### src/rtl/prog_loader.sv
// prog_loader: boot-time loader that streams a byte image into the unified
// instruction/data memory and then releases the processor from reset.
// Image: 16-bit word count N (LSB first), then N little-endian 32-bit words.
// Optional feature macro: LOADER_CHECKSUM_EN appends a 32-bit sum trailer
// that is checked before the processor is released.
module prog_loader #(
    parameter int              ADDR_W    = 32,
    parameter logic [ADDR_W-1:0] BASE_ADDR = '0,
    parameter int              MAX_WORDS = 64
) (
    input  logic              clk,
    input  logic              reset,
    input  logic              in_valid,
    input  logic [7:0]        in_data,
    output logic              in_ready,
    output logic              MemWrite,
    output logic [ADDR_W-1:0] Adr,
    output logic [31:0]       WriteData,
    output logic              cpu_reset,
    output logic              done,
    output logic              error
);
    localparam int          KW   = $clog2(MAX_WORDS + 1);
    localparam logic [15:0] MAXN = 16'(MAX_WORDS);

`ifdef LOADER_CHECKSUM_EN
    typedef enum logic [2:0] {S_HDR0, S_HDR1, S_DATA, S_WRITE, S_CHK, S_DONE, S_ERR} state_t;
`else
    typedef enum logic [2:0] {S_HDR0, S_HDR1, S_DATA, S_WRITE, S_DONE, S_ERR} state_t;
`endif

    state_t            r_state;
    logic [7:0]        r_n_lo;
    logic [15:0]       r_n;
    logic [KW-1:0]     r_k;
    logic [1:0]        r_lane;
    logic [23:0]       r_asm;
    logic              r_in_ready;
    logic              r_mem_write;
    logic [ADDR_W-1:0] r_adr;
    logic [31:0]       r_wdata;
    logic              r_cpu_reset;
    logic              r_done;
    logic              r_error;
`ifdef LOADER_CHECKSUM_EN
    logic [31:0]       r_sum;
`endif

    logic              w_acc;
    logic [15:0]       w_hdr;
    logic [31:0]       w_word;
    logic              w_last;
    logic [ADDR_W-1:0] w_adr;

    assign w_acc  = in_valid & r_in_ready;
    assign w_hdr  = {in_data, r_n_lo};
    // lane 3 completes the word with the incoming byte, no extra cycle
    assign w_word = {in_data, r_asm};
    assign w_last = ((16'(r_k) + 16'd1) == r_n);
    assign w_adr  = BASE_ADDR + ADDR_W'({r_k, 2'b00});

    assign in_ready  = r_in_ready;
    assign MemWrite  = r_mem_write;
    assign Adr       = r_adr;
    assign WriteData = r_wdata;
    assign cpu_reset = r_cpu_reset;
    assign done      = r_done;
    assign error     = r_error;

    // Loader FSM; every output is a register so done/cpu_reset never glitch
    always_ff @(posedge clk or negedge reset) begin
        if (!reset) begin
            r_state     <= S_HDR0;
            r_n_lo      <= '0;
            r_n         <= '0;
            r_k         <= '0;
            r_lane      <= '0;
            r_asm       <= '0;
            r_in_ready  <= 1'b0;
            r_mem_write <= 1'b0;
            r_adr       <= BASE_ADDR;
            r_wdata     <= '0;
            r_cpu_reset <= 1'b1;
            r_done      <= 1'b0;
            r_error     <= 1'b0;
`ifdef LOADER_CHECKSUM_EN
            r_sum       <= '0;
`endif
        end else begin
            case (r_state)
                S_HDR0: begin
                    r_in_ready <= 1'b1;
                    if (w_acc) begin
                        r_n_lo  <= in_data;
                        r_state <= S_HDR1;
                    end
                end
                S_HDR1: begin
                    if (w_acc) begin
                        r_n <= w_hdr;
                        if (w_hdr == 16'd0 || w_hdr > MAXN) begin
                            r_state    <= S_ERR;
                            r_error    <= 1'b1;
                            r_in_ready <= 1'b0;
                        end else begin
                            r_state <= S_DATA;
                            r_k     <= '0;
                            r_lane  <= '0;
                        end
                    end
                end
                S_DATA: begin
                    if (w_acc) begin
                        r_lane <= r_lane + 2'd1;
                        case (r_lane)
                            2'd0: r_asm[7:0]   <= in_data;
                            2'd1: r_asm[15:8]  <= in_data;
                            2'd2: r_asm[23:16] <= in_data;
                            default: begin
                                r_state     <= S_WRITE;
                                r_mem_write <= 1'b1;
                                r_adr       <= w_adr;
                                r_wdata     <= w_word;
                                r_in_ready  <= 1'b0;
                            end
                        endcase
                    end
                end
                S_WRITE: begin
                    r_mem_write <= 1'b0;
                    r_k         <= r_k + 1'b1;
`ifdef LOADER_CHECKSUM_EN
                    r_sum       <= r_sum + r_wdata;
                    r_in_ready  <= 1'b1;
                    r_state     <= w_last ? S_CHK : S_DATA;
`else
                    if (w_last) begin
                        r_state     <= S_DONE;
                        r_done      <= 1'b1;
                        r_cpu_reset <= 1'b0;
                    end else begin
                        r_state    <= S_DATA;
                        r_in_ready <= 1'b1;
                    end
`endif
                end
`ifdef LOADER_CHECKSUM_EN
                S_CHK: begin
                    if (w_acc) begin
                        r_lane <= r_lane + 2'd1;
                        case (r_lane)
                            2'd0: r_asm[7:0]   <= in_data;
                            2'd1: r_asm[15:8]  <= in_data;
                            2'd2: r_asm[23:16] <= in_data;
                            default: begin
                                r_in_ready <= 1'b0;
                                if (w_word == r_sum) begin
                                    r_state     <= S_DONE;
                                    r_done      <= 1'b1;
                                    r_cpu_reset <= 1'b0;
                                end else begin
                                    r_state <= S_ERR;
                                    r_error <= 1'b1;
                                end
                            end
                        endcase
                    end
                end
`endif
                S_DONE: r_in_ready <= 1'b0;
                S_ERR:  r_in_ready <= 1'b0;
                default: begin
                    r_state    <= S_ERR;
                    r_error    <= 1'b1;
                    r_in_ready <= 1'b0;
                end
            endcase
        end
    end
endmodule

### config.mk
export PLATFORM = sky130hd
export DESIGN_NAME = prog_loader
export DESIGN_NICKNAME = d
export VERILOG_FILES = /design/src/rtl/prog_loader.sv
export SDC_FILE = /design/constraint.sdc
export NUM_CORES = 1
export LEC_CHECK = 0
export CAP_MARGIN = 20
export CORE_MARGIN = 3
export CORE_UTILIZATION = 40
export DETAILED_ROUTE_END_ITERATION = 16
export HOLD_SLACK_MARGIN = 0.1
export PLACE_DENSITY = 0.66
export SLEW_MARGIN = 20
export SYNTH_ARGS = -nofsm -noshare
export SYNTH_HDL_FRONTEND = slang
export SYNTH_SLANG_ARGS = --single-unit
export TNS_END_PERCENT = 100
### constraint.sdc
create_clock -name clk -period 2.07 [get_ports clk]
set_input_delay 0.207 -clock clk [delete_from_list [all_inputs] [get_ports clk]]
set_output_delay 0.207 -clock clk [all_outputs]
set_load 0.02 [all_outputs]
==> results.toml <==
[final_layout]
final_core_util_pct = 52.5
mostFrequentLayoutCell = "dfrtp_1"
diodes = 0
design_area_um2 = 5820
area_growth_pct = 26.0
drive_gt1_share_pct = 33.3
final_cell_mix = "dfrtp_1, mux2_2, clkdlybuf4s50_1"
nNetsFinal = 449

[logic_synthesis]
ys_seq_elements = 104
synth_compound_area_share_pct = 6.21
synth_top_family_by_area = "multiplexers"
ys_seq_area_share_pct = 56.4
syn_avg_cell_area_um2 = 13.3
synth_flop_cell = "dfrtp_1"
synthXorXnorAreaFrac_pct = 1.82
synthCells = 346
synthAdderAreaFrac_pct = 1.36
ys_warn_count = 0
syn_area_um2 = 4620
async_flop_share_pct = 100
ys_types = 50
synth_edf_count = 0
synthMuxAreaShare_pct = 21.7
synth_simple_gate_area_share_pct = 6.50

[floorplan]
start_util_pct = 41.7
die_w_um = 113
coreArea_um2 = 11100
die_area_um2 = 12900
core.rowCount = 38
io_pins = 80
die_h_um = 113

[hold_path]
hold_class = "input pin to asynchronous set/reset pin"

[critical_path]
r2r_start = "r_n_lo[2]"
cp_data_arrival_time_ps = 2390
r2r_cells = 5
critPathMaxFanout = 5
crit_type = "register to register"
r2r_slack_ps = -100
end_kind = "register"
critPathRequiredTime_ps = 2290
r2r_end = "r_k[2]"
crit_path_start_kind = "register"

[clocking]
clk_pin_slew_ps = 70
cts-buffers-inserted = 9
cts_tree = "built"
clk_latency_ps = 340
clockBufferDepth = 2
htree_levels = 3
clock-sinks = 104
cts_root_buf = "clkbuf_16"

[global_route]
track_usage_pct = 15.9
grt_pass1_vias = 3110
antenna_found_initial = 0
grt_max_degree = 45
globalRoute.totalOverflow = 0
grt_pass1_wl_um = 16100

[timing]
hold_viol_final = 0
clock.fmax_mhz = 462
period_share_pct = 105
period_needed_ps = 2170
setup_viol_count_final = 9
rsz0062_at_grt = "true"
fin_skew_ps = 10.8
fin_hold_ws_ps = 363
maxSlewViolCount = 0
worst_slack_ps = -96.1

[job]
drv_cap = 0

[detailed_routing]
routed_wl_um = 9700
wl_met1_um = 4170
wire_per_inst_um = 16.8
vias = 2952
antenna_left = 0
met2WireLength_um = 4980
drtPass1Iterations = 4
drtIter0Drc = 92
vias_per_cell = 5.11
routed.top_layer = "met4"
met3WireLength_um = 430
drc = 0

[power]
p_leak_nw = 2.90
finalPower_mw = 3.82
ir_worst_vdd_mv = 0.521
powerDensity_nw_per_um2 = 657

[placed_design]
place.gp.congestion = 0.833
port_buffers = 54
dp_slack_ps = -149
post_dp_cell_area_um2 = 5440
hpwl_um = 6870

[status]
status = "finished with violations"
violations = "negative setup slack"
Yosys cell counts (2+ instances only):
master	instances	area, µm²
a211oi_1	3	22.5
o31a_1	2	17.5
a21oi_1	6	30.0
o21ai_0	5	25.0
and2_1	4	25.0
and3_1	2	12.5
xor2_1	4	35.0
nand2b_1	3	18.8
nor2_1	9	33.8
nor4_1	4	25.0
ha_1	5	62.6
mux2_2	84	946
nor2b_1	2	12.5
mux2_1	4	45.0
nand3_1	4	20.0
o21a_1	2	15.0
nand4_1	5	31.3
nor3_1	5	25.0
buf_4	25	188
inv_1	8	30.0
buf_2	4	20.0
a31oi_1	3	18.8
dfrtp_1	103	2580
clkbuf_1	9	33.8
a22o_1	3	26.3
nand2_1	11	41.3
xnor2_1	3	26.3
o21ai_1	2	10.0
worst max-delay path, stage by stage, from the launching register on:
cell,delay (ps)
dfrtp_1,390
or4_4,550
o31a_1,300
o31ai_4,380
o211ai_4,150
a211o_1,290
sequential cells by signal (all words and copies together) (netlist names):
signal and count:
in_ready 1, r_state 3, MemWrite 1, error 1, r_n_lo 8, r_k 7
cpu_reset 1, Adr 7, r_asm 24, done 1, WriteData 32, r_lane 2
r_n 16
where the power goes:
part           internal, mW  switching, mW
combinational        0.0357          0.107
sequential             2.03              0
clock                 0.878          0.773
total                  2.94          0.880
per-stage QoR:
stage,TNS [ps],cells
5_1_grt,-1120,578
3_3_place_gp,-535,555
4_1_cts,-152,578
3_5_place_dp,-711,555
6_report,-551,578
2_1_floorplan,0,370
cells by family (layout without fill, tap and decap cells):
| kind of cell | Yosys count | after routing |
|---|---|---|
| DFF | 104 | 104 |
| muxes | 89 | 89 |
| and+or+nand+nor | 55 | 55 |
| buffers and inverters | 47 | 115 |
| AOI/OAI and AO/OA | 37 | 37 |
| xor gates and xnor gates | 8 | 8 |
| adders and majority gates | 5 | 5 |
| other | 1 | 25 |
final cells by class:
type | instances | area (µm²)
Timing Repair Buffer | 91 | 860
Multi-Input combinational cell | 219 | 1850
Fill cell | 969 | 5260
Clock buffer | 10 | 239
Sequential cell | 104 | 2600
Tap cell | 140 | 175
Clock inverter | 6 | 62.6
Inverter | 8 | 30.0
worst max-delay path by stage:
stage,endpoint,cells past startpoint,start
5_1_grt,r_k[2],5,r_n_lo[2]
6_report,r_k[2],5,r_n_lo[2]
3_3_place_gp,r_k[2],6,in_data[2]
2_1_floorplan,r_k[2],5,r_n_lo[1]
3_5_place_dp,r_k[2],6,in_data[2]
4_1_cts,r_k[2],5,r_n_lo[2]
what timing repair did:
| item | CTS | global route |
|---|---|---|
| setup endpoints to repair | 10 | 15 |
| endpoints found under the hold margin | 31 | 0 |
| resized for setup | 1 | 3 |
| buffers inserted | 6 | 2 |
| hold buffers | 1 | 0 |
| pin swaps | 7 | 4 |
routing by layer:
metal / vias up / track usage [%]
li1: 1347 / -
met4: 0 / 4.81
met3: 10 / 3.61
met1: 1519 / 20.0
met2: 76 / 27.4
met5: - / 0
Power figures use the tool's default switching activity.
